===== src/rtl/mem_port_arbiter.sv =====
// mem_port_arbiter: shares one memory port between IFU and LSU,
// with programmable access latency and valid/ready responses.
module mem_port_arbiter #(
  parameter int LATENCY = 1,
  parameter bit RR_EN   = 1'b1
) (
  input  logic        clk,
  input  logic        rst,
  input  logic        ifu_req_valid,
  output logic        ifu_req_ready,
  input  logic [31:0] ifu_addr,
  output logic        ifu_rsp_valid,
  input  logic        ifu_rsp_ready,
  output logic [31:0] ifu_rdata,
  input  logic        lsu_req_valid,
  output logic        lsu_req_ready,
  input  logic        lsu_we,
  input  logic [1:0]  lsu_len,
  input  logic [31:0] lsu_addr,
  input  logic [31:0] lsu_wdata,
  output logic        lsu_rsp_valid,
  input  logic        lsu_rsp_ready,
  output logic [31:0] lsu_rdata,
  output logic [1:0]  mem_wen,
  output logic [1:0]  mem_ren,
  output logic [31:0] mem_waddr,
  output logic [31:0] mem_raddr,
  output logic [31:0] mem_wdata,
  input  logic [31:0] mem_rdata
);

  localparam logic [1:0] S_IDLE = 2'd0;
  localparam logic [1:0] S_WAIT = 2'd1;
  localparam logic [1:0] S_ACC  = 2'd2;
  localparam logic [1:0] S_RESP = 2'd3;

  localparam logic [3:0] LAT_M1 =
    (LATENCY > 0) ? 4'(LATENCY - 1) : 4'd0;
  localparam logic [1:0] S_AFTER_ACCEPT =
    (LATENCY > 0) ? S_WAIT : S_ACC;

  logic [1:0]  r_state;
  logic [3:0]  r_cnt;
  logic        r_own;
  logic        r_last;
  logic        r_we;
  logic [1:0]  r_len;
  logic [31:0] r_addr;
  logic [31:0] r_wdata;
  logic [31:0] r_ifu_rdata;
  logic [31:0] r_lsu_rdata;

  logic w_idle;
  logic w_acc;
  logic w_rsp;
  logic w_gnt_lsu;
  logic w_load;
  logic w_store;
  logic w_own_rdy;

  assign w_idle = (r_state == S_IDLE);
  assign w_acc  = (r_state == S_ACC);
  assign w_rsp  = (r_state == S_RESP);

  // owner encoding: 1 = LSU, 0 = IFU
  assign w_gnt_lsu = lsu_req_valid &
    (~ifu_req_valid | (RR_EN ? ~r_last : 1'b1));

  assign lsu_req_ready = w_idle & w_gnt_lsu;
  assign ifu_req_ready = w_idle & ifu_req_valid & ~w_gnt_lsu;

  assign w_load  = w_acc & ~r_we & (r_len != 2'b00);
  assign w_store = w_acc &  r_we & (r_len != 2'b00);

  assign mem_ren   = w_load  ? r_len   : 2'b00;
  assign mem_raddr = w_load  ? r_addr  : '0;
  assign mem_wen   = w_store ? r_len   : 2'b00;
  assign mem_waddr = w_store ? r_addr  : '0;
  assign mem_wdata = w_store ? r_wdata : '0;

  assign ifu_rsp_valid = w_rsp & ~r_own;
  assign lsu_rsp_valid = w_rsp &  r_own;
  assign ifu_rdata     = r_ifu_rdata;
  assign lsu_rdata     = r_lsu_rdata;
  assign w_own_rdy = r_own ? lsu_rsp_ready : ifu_rsp_ready;

  // transaction FSM: accept, wait, single access cycle, response
  always_ff @(posedge clk or negedge rst) begin
    if (!rst) begin
      r_state     <= S_IDLE;
      r_cnt       <= '0;
      r_own       <= 1'b0;
      r_last      <= 1'b1;
      r_we        <= 1'b0;
      r_len       <= 2'b00;
      r_addr      <= '0;
      r_wdata     <= '0;
      r_ifu_rdata <= '0;
      r_lsu_rdata <= '0;
    end else begin
      unique case (r_state)
        S_IDLE: begin
          if (ifu_req_ready | lsu_req_ready) begin
            r_own   <= w_gnt_lsu;
            r_last  <= w_gnt_lsu;
            r_we    <= w_gnt_lsu & lsu_we;
            r_len   <= w_gnt_lsu ? lsu_len : 2'b11;
            r_addr  <= w_gnt_lsu ? lsu_addr : ifu_addr;
            r_wdata <= w_gnt_lsu ? lsu_wdata : '0;
            r_cnt   <= LAT_M1;
            r_state <= S_AFTER_ACCEPT;
          end
        end
        S_WAIT: begin
          if (r_cnt == 4'd0) r_state <= S_ACC;
          else r_cnt <= r_cnt - 4'd1;
        end
        S_ACC: begin
          if (r_own) r_lsu_rdata <= w_load ? mem_rdata : '0;
          else       r_ifu_rdata <= w_load ? mem_rdata : '0;
          r_state <= S_RESP;
        end
        S_RESP: begin
          if (w_own_rdy) r_state <= S_IDLE;
        end
      endcase
    end
  end

endmodule

===== config.mk =====
export PLATFORM = sky130hd
export DESIGN_NAME = mem_port_arbiter
export DESIGN_NICKNAME = d
export VERILOG_FILES = /design/src/rtl/mem_port_arbiter.sv
export SDC_FILE = /design/constraint.sdc
export NUM_CORES = 1
export LEC_CHECK = 0
export CAP_MARGIN = 20
export CORE_AREA = 2 2 131 133
export DETAILED_ROUTE_END_ITERATION = 10
export DIE_AREA = 0 0 133 135
export GPL_ROUTABILITY_DRIVEN = 0
export PLACE_DENSITY = 0.75
export SLEW_MARGIN = 5
export SYNTH_ARGS = -nofsm -noshare
export SYNTH_HDL_FRONTEND = slang
export SYNTH_SLANG_ARGS = --single-unit

===== constraint.sdc =====
create_clock -name clk -period 2.3 [get_ports clk]
set_input_delay 0.46 -clock clk [delete_from_list [all_inputs] [get_ports clk]]
set_output_delay 0.46 -clock clk [all_outputs]
set_load 0.01 [all_outputs]

==> results of run 1 <==
-- final timing paths --
kind,depth (start not counted),endpoint,start
hold / removal,2,ifu_rdata[28],ifu_rdata[28]
hold reg to reg,2,ifu_rdata[28],ifu_rdata[28]
max in group asynchronous,3,r_last,rst
setup / recovery,10,mem_wdata[17],r_state[0]
min in group asynchronous,2,lsu_rdata[15],rst
setup reg to reg,9,lsu_rdata[0],r_state[0]
-- what timing repair did --
item                                    CTS  global route
cloned                                    7             3
endpoints found under the setup margin  102            98
gates resized for setup                 380            79
hold endpoints to repair                 44             0
hold buffers                              1             0
pin swaps                                 2             8
buffers inserted                         14             3
-- metal layers --
layer | vias up | global-route usage | part of all wire
met4 | 0 | 0.0998 | 0.026
met2 | 248 | 0.390 | 0.49
met3 | 32 | 0.0559 | 0.075
li1 | 2859 | - | -
met1 | 2834 | 0.290 | 0.41
met5 | - | 0 | 0
-- layout by cell type (no fill, tap or decap), types with 7 or more instances in the layout --
cell type        instances
a21oi_1                 35
buf_6                   34
clkbuf_2                11
mux2i_1                 35
buf_2                   49
buf_4                   18
nor2_1                   7
a22o_1                  33
and2_4                  29
dfrtp_1                138
and2_1                  69
o21ai_1                 11
buf_12                  15
o21ai_0                 56
dlygate4sd2_1            7
a31oi_1                 32
clkdlybuf4s15_2          7
clkdlybuf4s50_1        199
clkbuf_16               20
nand2_1                104
-- metrics by stage --
stage,TNS (ns),hold slack (ns)
3_3_place_gp,0,0.447
5_1_grt,-9.96,0.502
6_report,-3.52,0.479
3_5_place_dp,0,0.439
2_1_floorplan,0,0.164
4_1_cts,-4.78,0.483
-- power by group --
| group | total (W) | leakage, nW | switching (W) | internal, W |
|---|---|---|---|---|
| combinational | 0.00599 | 2.90 | 0.00291 | 0.00308 |
| sequential | 0.00422 | 1.77 | 0.000724 | 0.00350 |
| clock | 0.00273 | 0.284 | 0.00117 | 0.00156 |
| total | 0.0129 | 4.95 | 0.00480 | 0.00814 |
-- state kept, by name, indices dropped and copies added (netlist names) --
signal,count
ifu_rdata,32
lsu_rdata,32
r_addr,32
r_wdata,32
r_cnt,4
r_len,2
r_state,2
r_last,1
r_own,1
r_we,1
-- worst min-delay path, cell delays in order, from the launching register on --
cell     delay, ns
dfrtp_1       0.34
nand2_1       0.04
o21ai_0       0.06
-- area by class of cell --
cell class | count | area (um2)
clock buffers | 18 | 439
well taps | 220 | 275
multi-input cells | 448 | 2850
clock inverters | 14 | 149
repair buffers | 351 | 3520
flip-flops and latches | 139 | 3480
inverters | 7 | 26.3
fillers | 1314 | 5670
-- cells by family (layout without fill, tap and decap cells) --
family	after synthesis	count (layout)	synth area share
mux	36	36	0.0565
buf+inv	58	390	0.0437
simple gates	230	230	0.181
compound gates	174	174	0.165
fa+ha+maj	8	8	0.0155
flops	139	139	0.538
==> impl_metrics.env, run 1 <==
export IMPL_numCtsBuffers=17
export IMPL_grt_max_degree=65
export IMPL_synth_edff_count=0
export IMPL_synth_area_um2=6460
export IMPL_dr_pass1_iters=4
export IMPL_worstPathArrival_ns=1.95
export IMPL_setup_viol=45
export IMPL_cts_sinks=139
export IMPL_grt_remaining_overflow=0
export IMPL_n_antenna_cell=0
export IMPL_r2r_slack_ns=0.26
export IMPL_routed_via_density=4.99
export IMPL_maxCapViolations=0
export IMPL_yosysSeqAreaShare=0.538
export IMPL_synth_top_cell_by_area="dfrtp_1"
export IMPL_power_leakage_nw=4.95
export IMPL_drt_wl_total_um=21000
export IMPL_syn_avg_cell_area_um2=10.0
export IMPL_ir_worst_vdd_v=0.000629
export IMPL_maxSlewViolCount=0
export IMPL_ys_flop_type="dfrtp_1"
export IMPL_path_class="register to output pin"
export IMPL_worstMarginPinSlew_ns=0.488
export IMPL_rsz0062_at_grt="yes"
export IMPL_fmax_ghz=0.414
export IMPL_grt_pass1_wl_um=32300
export IMPL_clk_pin_slew_ns=0.06
export IMPL_synthDistinctLibCells=36
export IMPL_core_rowCount=47
export IMPL_dpl_worst_slack_ns=0.0201
export IMPL_synth_most_common_cell="dfrtp_1"
export IMPL_vias=5973
export IMPL_min_period_ns=2.41
export IMPL_cpLargestDelayFamily="buffers and inverters"
export IMPL_final_nets=1109
export IMPL_synth_commonest_cells="138 x dfrtp_1, 106 x nand2_1, 98 x and2_1, 56 x o21ai_0"
export IMPL_drtAntennaViolNets=0
export IMPL_die_h_um=135
export IMPL_die_area_um2=18000
export IMPL_final_util=0.654
export IMPL_fp_dieW_um=133
export IMPL_synth_top_cell_area_share=0.534
export IMPL_timing_final_ws_setup_ns=-0.113
export IMPL_slew_headroom=0.675
export IMPL_place_area_um2=9850
export IMPL_cts_buffer_depth=2
export IMPL_drtIter0Drc=246
export IMPL_ctsRootBufferMaster="clkbuf_16"
export IMPL_cp_required_ns=1.84
export IMPL_areaGrowthSynthToFinish_pct=66.1
export IMPL_core_area_um2=16400
export IMPL_hp_class="register to register"
export IMPL_wl_per_cell_um=17.5
export IMPL_insertion_delay_ns=0.42
export IMPL_initial_core_util=0.394
export IMPL_ys_async_sr_fraction=1.00
export IMPL_cp_max_fo=5
export IMPL_p_per_area_nw_per_um2=1200
export IMPL_violations="negative setup slack"
export IMPL_drcViolationCount=0
export IMPL_hold_viol=0
export IMPL_critPathSlowestCell="dfrtp_1"
export IMPL_slowest_delay_ns=0.38
export IMPL_ios=305
export IMPL_fin_crit_sh=1.05
export IMPL_ys_ff_latch=139
export IMPL_status="finished with violations"
export IMPL_synthTopCellsByArea="dfrtp_1 53%, and2_1 9.5%, nand2_1 6.2%"
export IMPL_dp_hpwl_um=14200
export IMPL_grt_pass1_vias=5920
export IMPL_finalPower_w=0.0129
export IMPL_grt_use_total=0.233
export IMPL_fin_cells=1197
export IMPL_design_area_um2=10700
export IMPL_numPortBuffers=304
export IMPL_dp_cells=1142
export IMPL_cpMostUsedCell="buf_6"
export IMPL_worstSetupStartpointType="register"
export IMPL_h_tree_depth=4
export IMPL_synth_nets=790
export IMPL_clock_skew_ns=0.00722
export IMPL_crit_chain="inv_2 -> ha_4 -> nand2_4 -> nor2_4 -> buf_6 -> buf_6 -> buf_12 -> clkbuf_16 -> and2_4 -> buf_6"
export IMPL_drive_gt1_frac=0.227
export IMPL_yosys_warnings=0
export IMPL_cts_tree="done"
export IMPL_cp_end_kind="output pin"
export IMPL_path_buf_inv=6
export IMPL_syn_inst=645
export IMPL_antenna_found_initial=0
(Power assumes the default switching activity.)
==> run 2: changes to the inputs <==
--- a/config.mk
+++ b/config.mk
@@ -6,9 +6,9 @@
 export NUM_CORES = 1
 export LEC_CHECK = 0
 export CAP_MARGIN = 20
-export CORE_AREA = 2 2 131 133
+export CORE_AREA = 3 3 132 134
 export DETAILED_ROUTE_END_ITERATION = 10
-export DIE_AREA = 0 0 133 135
+export DIE_AREA = 0 0 135 137
 export GPL_ROUTABILITY_DRIVEN = 0
 export PLACE_DENSITY = 0.75
 export SLEW_MARGIN = 5
==> run 2 against run 1 <==
  * The flow still finishes with violations (negative setup slack)
  * Hold slack worse by 0.0031 ns
  * Clock skew is 0.0017 ns lower
  * Sequential share of layout area is 0.81 points lower
  * Via count is 0.72% higher
  * Count of clock-buffer cells in the layout is 1 lower
  * Non-clock buffer count is 9 higher
  * Combinational power is 4.2% higher
  * Wire length is 5.5% higher
  * Fmax is 0.37% lower
  * Sequential power hardly changed
  * Clock power hardly changed
  * Cell count is 0.75% higher
  * Highest routed layer unchanged
==> impl_metrics.env, run 2 (same netlist as run 1, synthesis figures left out) <==
export IMPL_rsz0062_at_grt="yes"
export IMPL_fmax_ghz=0.413
export IMPL_final_nets=1118
export IMPL_antenna_found_initial=0
export IMPL_final_cell_mix="199 x clkdlybuf4s50_1, 137 x dfrtp_1, 104 x nand2_1, 75 x buf_6, 59 x and2_4"
export IMPL_clk_pin_slew_ns=0.07
export IMPL_vias=6016
export IMPL_h_tree_depth=4
export IMPL_slowest_delay_ns=0.46
export IMPL_numCtsBuffers=17
export IMPL_maxCapViolations=0
export IMPL_areaGrowthSynthToFinish_pct=70.4
export IMPL_numPortBuffers=304
export IMPL_whs_path_depth=2
export IMPL_routed_via_density=4.99
export IMPL_holdCritStartpoint="ifu_rdata[11]"
export IMPL_clock_skew_ns=0.00553
export IMPL_worstMarginPinSlew_ns=0.484
export IMPL_drtIter0Drc=302
export IMPL_drive_gt1_frac=0.266
export IMPL_cpMostUsedCell="buf_6"
export IMPL_hp_class="register to register"
export IMPL_slew_headroom=0.677
export IMPL_grt_use_total=0.231
export IMPL_dp_cells=1144
export IMPL_grt_pass1_vias=6000
export IMPL_ir_worst_vdd_v=0.000824
export IMPL_dp_hpwl_um=14900
export IMPL_dpl_worst_slack_ns=-0.0211
export IMPL_cts_sinks=139
export IMPL_design_area_um2=11000
export IMPL_n_antenna_cell=0
export IMPL_drcViolationCount=0
export IMPL_drtAntennaViolNets=0
export IMPL_core_area_um2=16400
export IMPL_initial_core_util=0.394
export IMPL_final_util=0.671
export IMPL_path_class="register to output pin"
export IMPL_cp_required_ns=1.84
export IMPL_layout_commonest_cell="clkdlybuf4s50_1"
export IMPL_ctsRootBufferMaster="clkbuf_16"
export IMPL_path_depth=9
export IMPL_p_per_area_nw_per_um2=1200
export IMPL_r2r_cells=10
export IMPL_cpLargestDelayFamily="buffers and inverters"
export IMPL_wl_per_cell_um=18.4
export IMPL_cp_end_kind="output pin"
export IMPL_timing_final_ws_setup_ns=-0.122
export IMPL_cp_startpoint="r_state[1]"
export IMPL_drt_wl_total_um=22100
export IMPL_fp_dieW_um=135
export IMPL_status="finished with violations"
export IMPL_die_area_um2=18500
export IMPL_cts_buffer_depth=2
export IMPL_violations="negative setup slack"
export IMPL_place_area_um2=9870
export IMPL_ios=305
export IMPL_core_rowCount=47
export IMPL_r2r_start="r_state[0]"
export IMPL_hold_viol=0
export IMPL_power_leakage_nw=5.04
export IMPL_setup_viol=52
export IMPL_fin_cells=1206
export IMPL_grt_remaining_overflow=0
export IMPL_grt_pass1_wl_um=32900
export IMPL_die_h_um=137
export IMPL_worstSetupStartpointType="register"
export IMPL_critPathSlowestCell="dfrtp_2"
export IMPL_crit_chain="ha_4 -> nand2_4 -> nor2_4 -> buf_6 -> buf_8 -> buf_16 -> buf_12 -> and2_4 -> buf_6"
export IMPL_path_buf_inv=5
export IMPL_maxSlewViolCount=0
export IMPL_dr_pass1_iters=4
export IMPL_grt_max_degree=70
export IMPL_min_period_ns=2.42
export IMPL_cp_max_fo=7
export IMPL_cts_tree="done"
export IMPL_insertion_delay_ns=0.42
export IMPL_fin_crit_sh=1.05
export IMPL_worstPathArrival_ns=1.96
==> run 2: area by class of cell <==
cell class | count | area, um2
Fill cell | 1276 | 5390
Timing Repair Buffer | 360 | 3710
Sequential cell | 139 | 3480
Multi-Input combinational cell | 448 | 2930
Clock buffer | 17 | 425
Tap cell | 220 | 275
Clock inverter | 15 | 169
Inverter | 7 | 26.3
==> run 2: timing repair <==
action	CTS	global route
hold buffers	1	0
endpoints found under the hold margin	34	0
setup endpoints to repair	104	131
cloned	6	2
resized for setup	430	128
pin swaps	14	25
setup buffers	20	4
==> run 2: per-layer routing <==
metal,share of wire,GRT usage
met1,0.39,0.270
met2,0.50,0.394
met3,0.083,0.0761
met4,0.023,0.0918
met5,0,0
==> run 2: stage by stage <==
| stage | setup TNS [ns] | total power [W] | hold WS (ns) |
|---|---|---|---|
| 2_1_floorplan | 0 | 0.00688 | 0.164 |
| 3_3_place_gp | -0.0565 | 0.00978 | 0.394 |
| 3_5_place_dp | -0.0866 | 0.00992 | 0.397 |
| 4_1_cts | -5.17 | 0.0131 | 0.485 |
| 5_1_grt | -8.47 | 0.0141 | 0.506 |
| 6_report | -1.88 | 0.0132 | 0.476 |
==> run 2: worst register-to-register path: stages, from the launching register on <==
cell and delay [ns]:
dfrtp_1 0.39, inv_2 0.11, ha_4 0.15, nor3b_4 0.25
buf_4 0.17, buf_6 0.13, buf_4 0.12, buf_4 0.10
buf_6 0.25, nand2_1 0.18, o21ai_0 0.19
==> run 2: power by group <==
| part | switching [W] | internal [W] |
|---|---|---|
| clock | 0.00120 | 0.00155 |
| combinational | 0.00298 | 0.00326 |
| sequential | 0.000750 | 0.00350 |
| total | 0.00493 | 0.00831 |
==> run 2: final timing paths <==
path,end,slack (ns)
worst max-delay path,mem_waddr[19],-0.12
worst min-delay path,ifu_rdata[11],0.48
worst max register to register,ifu_rdata[0],0.19
worst min register to register,ifu_rdata[11],0.48
max in group asynchronous,r_wdata[5],1.15
min in group asynchronous,lsu_rdata[15],0.52
==> run 3: changes to the inputs <==
--- a/config.mk
+++ b/config.mk
@@ -6,11 +6,12 @@
 export NUM_CORES = 1
 export LEC_CHECK = 0
 export CAP_MARGIN = 20
-export CORE_AREA = 3 3 132 134
+export CORE_AREA = 2 2 131 133
 export DETAILED_ROUTE_END_ITERATION = 10
-export DIE_AREA = 0 0 135 137
+export DIE_AREA = 0 0 133 135
 export GPL_ROUTABILITY_DRIVEN = 0
 export PLACE_DENSITY = 0.75
+export REMOVE_ABC_BUFFERS = 1
 export SLEW_MARGIN = 5
 export SYNTH_ARGS = -nofsm -noshare
 export SYNTH_HDL_FRONTEND = slang
==> run 3 against run 2 <==
  * The flow still finishes with violations (negative setup slack)
  * First-iteration DRC count fell by 25%
  * Combinational power rose by 4.8%
  * Total power rose by 2.3%
  * Critical path depth did not move
  * Sequential power barely moved
  * Clock power barely moved
  * Flip-flop and latch count did not move
  * Clock skew rose by 0.0017 ns
  * Largest cell class unchanged
==> impl_metrics.env, run 3 (same netlist as run 1, synthesis figures left out) <==
export IMPL_worstPathArrival_ns=1.93
export IMPL_holdCritStartpoint="lsu_rdata[16]"
export IMPL_grt_max_degree=67
export IMPL_dr_pass1_iters=4
export IMPL_power_frac_clock=0.204
export IMPL_ctsRootBufferMaster="clkbuf_16"
export IMPL_cts_sinks=139
export IMPL_vias=5968
export IMPL_core_rowCount=47
export IMPL_maxCapViolations=0
export IMPL_r2r_start="r_state[0]"
export IMPL_r2r_slack_ns=0.12
export IMPL_antenna_found_initial=1
export IMPL_die_area_um2=18000
export IMPL_grt_pass1_wl_um=32300
export IMPL_grt_pass1_vias=5787
export IMPL_core_area_um2=16400
export IMPL_fp_dieW_um=133
export IMPL_clock_skew_ns=0.00726
export IMPL_final_cell_mix="199 x clkdlybuf4s50_1, 137 x dfrtp_1, 104 x nand2_1, 56 x o21ai_0"
export IMPL_hold_viol=0
export IMPL_wl_per_cell_um=17.8
export IMPL_hold_path_end="lsu_rdata[16]"
export IMPL_status="finished with violations"
export IMPL_hold_ws_ns=0.478
export IMPL_h_tree_depth=4
export IMPL_switching_power_w=0.00489
export IMPL_path_class="register to output pin"
export IMPL_min_period_ns=2.39
export IMPL_hp_class="register to register"
export IMPL_finalPower_w=0.0136
export IMPL_drtAntennaViolNets=0
export IMPL_cp_max_fo=6
export IMPL_drcViolationCount=0
export IMPL_cts_buffer_depth=2
export IMPL_p_per_area_nw_per_um2=1250
export IMPL_whs_path_depth=2
export IMPL_cp_end_kind="output pin"
export IMPL_setup_viol=24
export IMPL_rsz0062_at_grt="yes"
export IMPL_comb_power_share=0.483
export IMPL_insertion_delay_ns=0.42
export IMPL_slew_headroom=0.669
export IMPL_grt_remaining_overflow=0
export IMPL_worstReg2RegEnd="lsu_rdata[10]"
export IMPL_dp_cells=1144
export IMPL_final_nets=1113
export IMPL_drt_wl_total_um=21500
export IMPL_drive_gt1_frac=0.255
export IMPL_areaGrowthSynthToFinish_pct=67.7
export IMPL_ir_worst_vdd_v=0.000598
export IMPL_cp_required_ns=1.84
export IMPL_cts_tree="done"
export IMPL_fin_cells=1202
export IMPL_maxSlewViolCount=0
export IMPL_dp_hpwl_um=14300
export IMPL_drtIter0Drc=227
export IMPL_die_h_um=135
export IMPL_clk_pin_slew_ns=0.06
export IMPL_ios=305
export IMPL_power_leakage_nw=5.02
export IMPL_timing_final_ws_setup_ns=-0.0876
export IMPL_grt_use_total=0.234
export IMPL_swShare=0.360
export IMPL_p_seq_frac=0.313
export IMPL_r2r_cells=11
export IMPL_layout_commonest_cell="clkdlybuf4s50_1"
export IMPL_dpl_worst_slack_ns=-0.0786
export IMPL_initial_core_util=0.394
export IMPL_fmax_ghz=0.419
export IMPL_worstMarginPinSlew_ns=0.496
export IMPL_violations="negative setup slack"
export IMPL_fin_crit_sh=1.04
export IMPL_worstSetupStartpointType="register"
export IMPL_numCtsBuffers=17
export IMPL_internal_power_w=0.00867
export IMPL_routed_via_density=4.97
export IMPL_numPortBuffers=304
-- run 3: routing by layer --
| metal | share of wire | GRT usage | wire length, um | vias up |
|---|---|---|---|---|
| met4 | 0.022 | 0.0884 | 473 | 0 |
| li1 | - | - | - | 2877 |
| met2 | 0.50 | 0.386 | 10600 | 259 |
| met5 | 0 | 0 | 0 | - |
| met1 | 0.40 | 0.283 | 8640 | 2805 |
| met3 | 0.080 | 0.0807 | 1710 | 27 |
-- run 3: final cells by class --
type                       instances  area, um2
antenna                            1       2.50
clock buffer                      18        439
clock inverter                    14        161
fill                            1342       5570
inverter                           7       26.3
multi-input combinational        448       2920
sequential                       139       3480
tap                              220        275
timing repair buffer             355       3530
-- run 3: worst max path at each step --
| stage | startpoint | endpoint | slack, ns | depth (start not counted) |
|---|---|---|---|---|
| finish | r_state[1] | mem_waddr[3] | -0.09 | 9 |
| global route | r_state[0] | mem_waddr[3] | -0.15 | 10 |
| CTS | r_state[0] | mem_raddr[1] | -0.12 | 7 |
| detailed placement | r_state[0] | mem_waddr[16] | -0.08 | 7 |
| global placement | lsu_req_valid | lsu_req_ready | -0.08 | 4 |
| floorplan | lsu_req_valid | r_wdata[0] | -1.68 | 3 |
-- run 3: through the flow --
step                      instance area (um2)  utilization  setup TNS, ns
after CTS                               10600        0.643          -4.73
after detailed placement                 9860        0.601         -0.961
after global routing                    10800        0.661          -6.26
after global placement                   9860        0.601         -0.179
after floorplan                          6210            -        -135.81
final                                   10800        0.661          -1.37
-- run 3: what timing repair did --
| action | 4_1_cts | 5_1_grt |
|---|---|---|
| pin swaps | 8 | 17 |
| endpoints found under the hold margin | 36 | 0 |
| hold buffers | 1 | 0 |
| buffers inserted | 11 | 10 |
| gates cloned | 5 | 3 |
| endpoints found under the setup margin | 102 | 91 |
| resized for setup | 408 | 132 |
-- run 3: power groups by stage --
stage	logic, W	clock network (W)	registers (W)
6_report	0.00654	0.00277	0.00424
3_5_place_dp	0.00566	0	0.00422
2_1_floorplan	0.00246	0	0.00421
3_3_place_gp	0.00557	0	0.00417
4_1_cts	0.00588	0.00284	0.00420
5_1_grt	0.00709	0.00294	0.00438
-- run 3: worst max-delay path, stage by stage (launching register included) --
cell and delay, ns:
dfrtp_2 0.46, ha_4 0.19, nand2_4 0.07, nor2_4 0.04
buf_12 0.14, buf_12 0.13, buf_12 0.13, buf_6 0.11
and2_4 0.14, buf_6 0.11
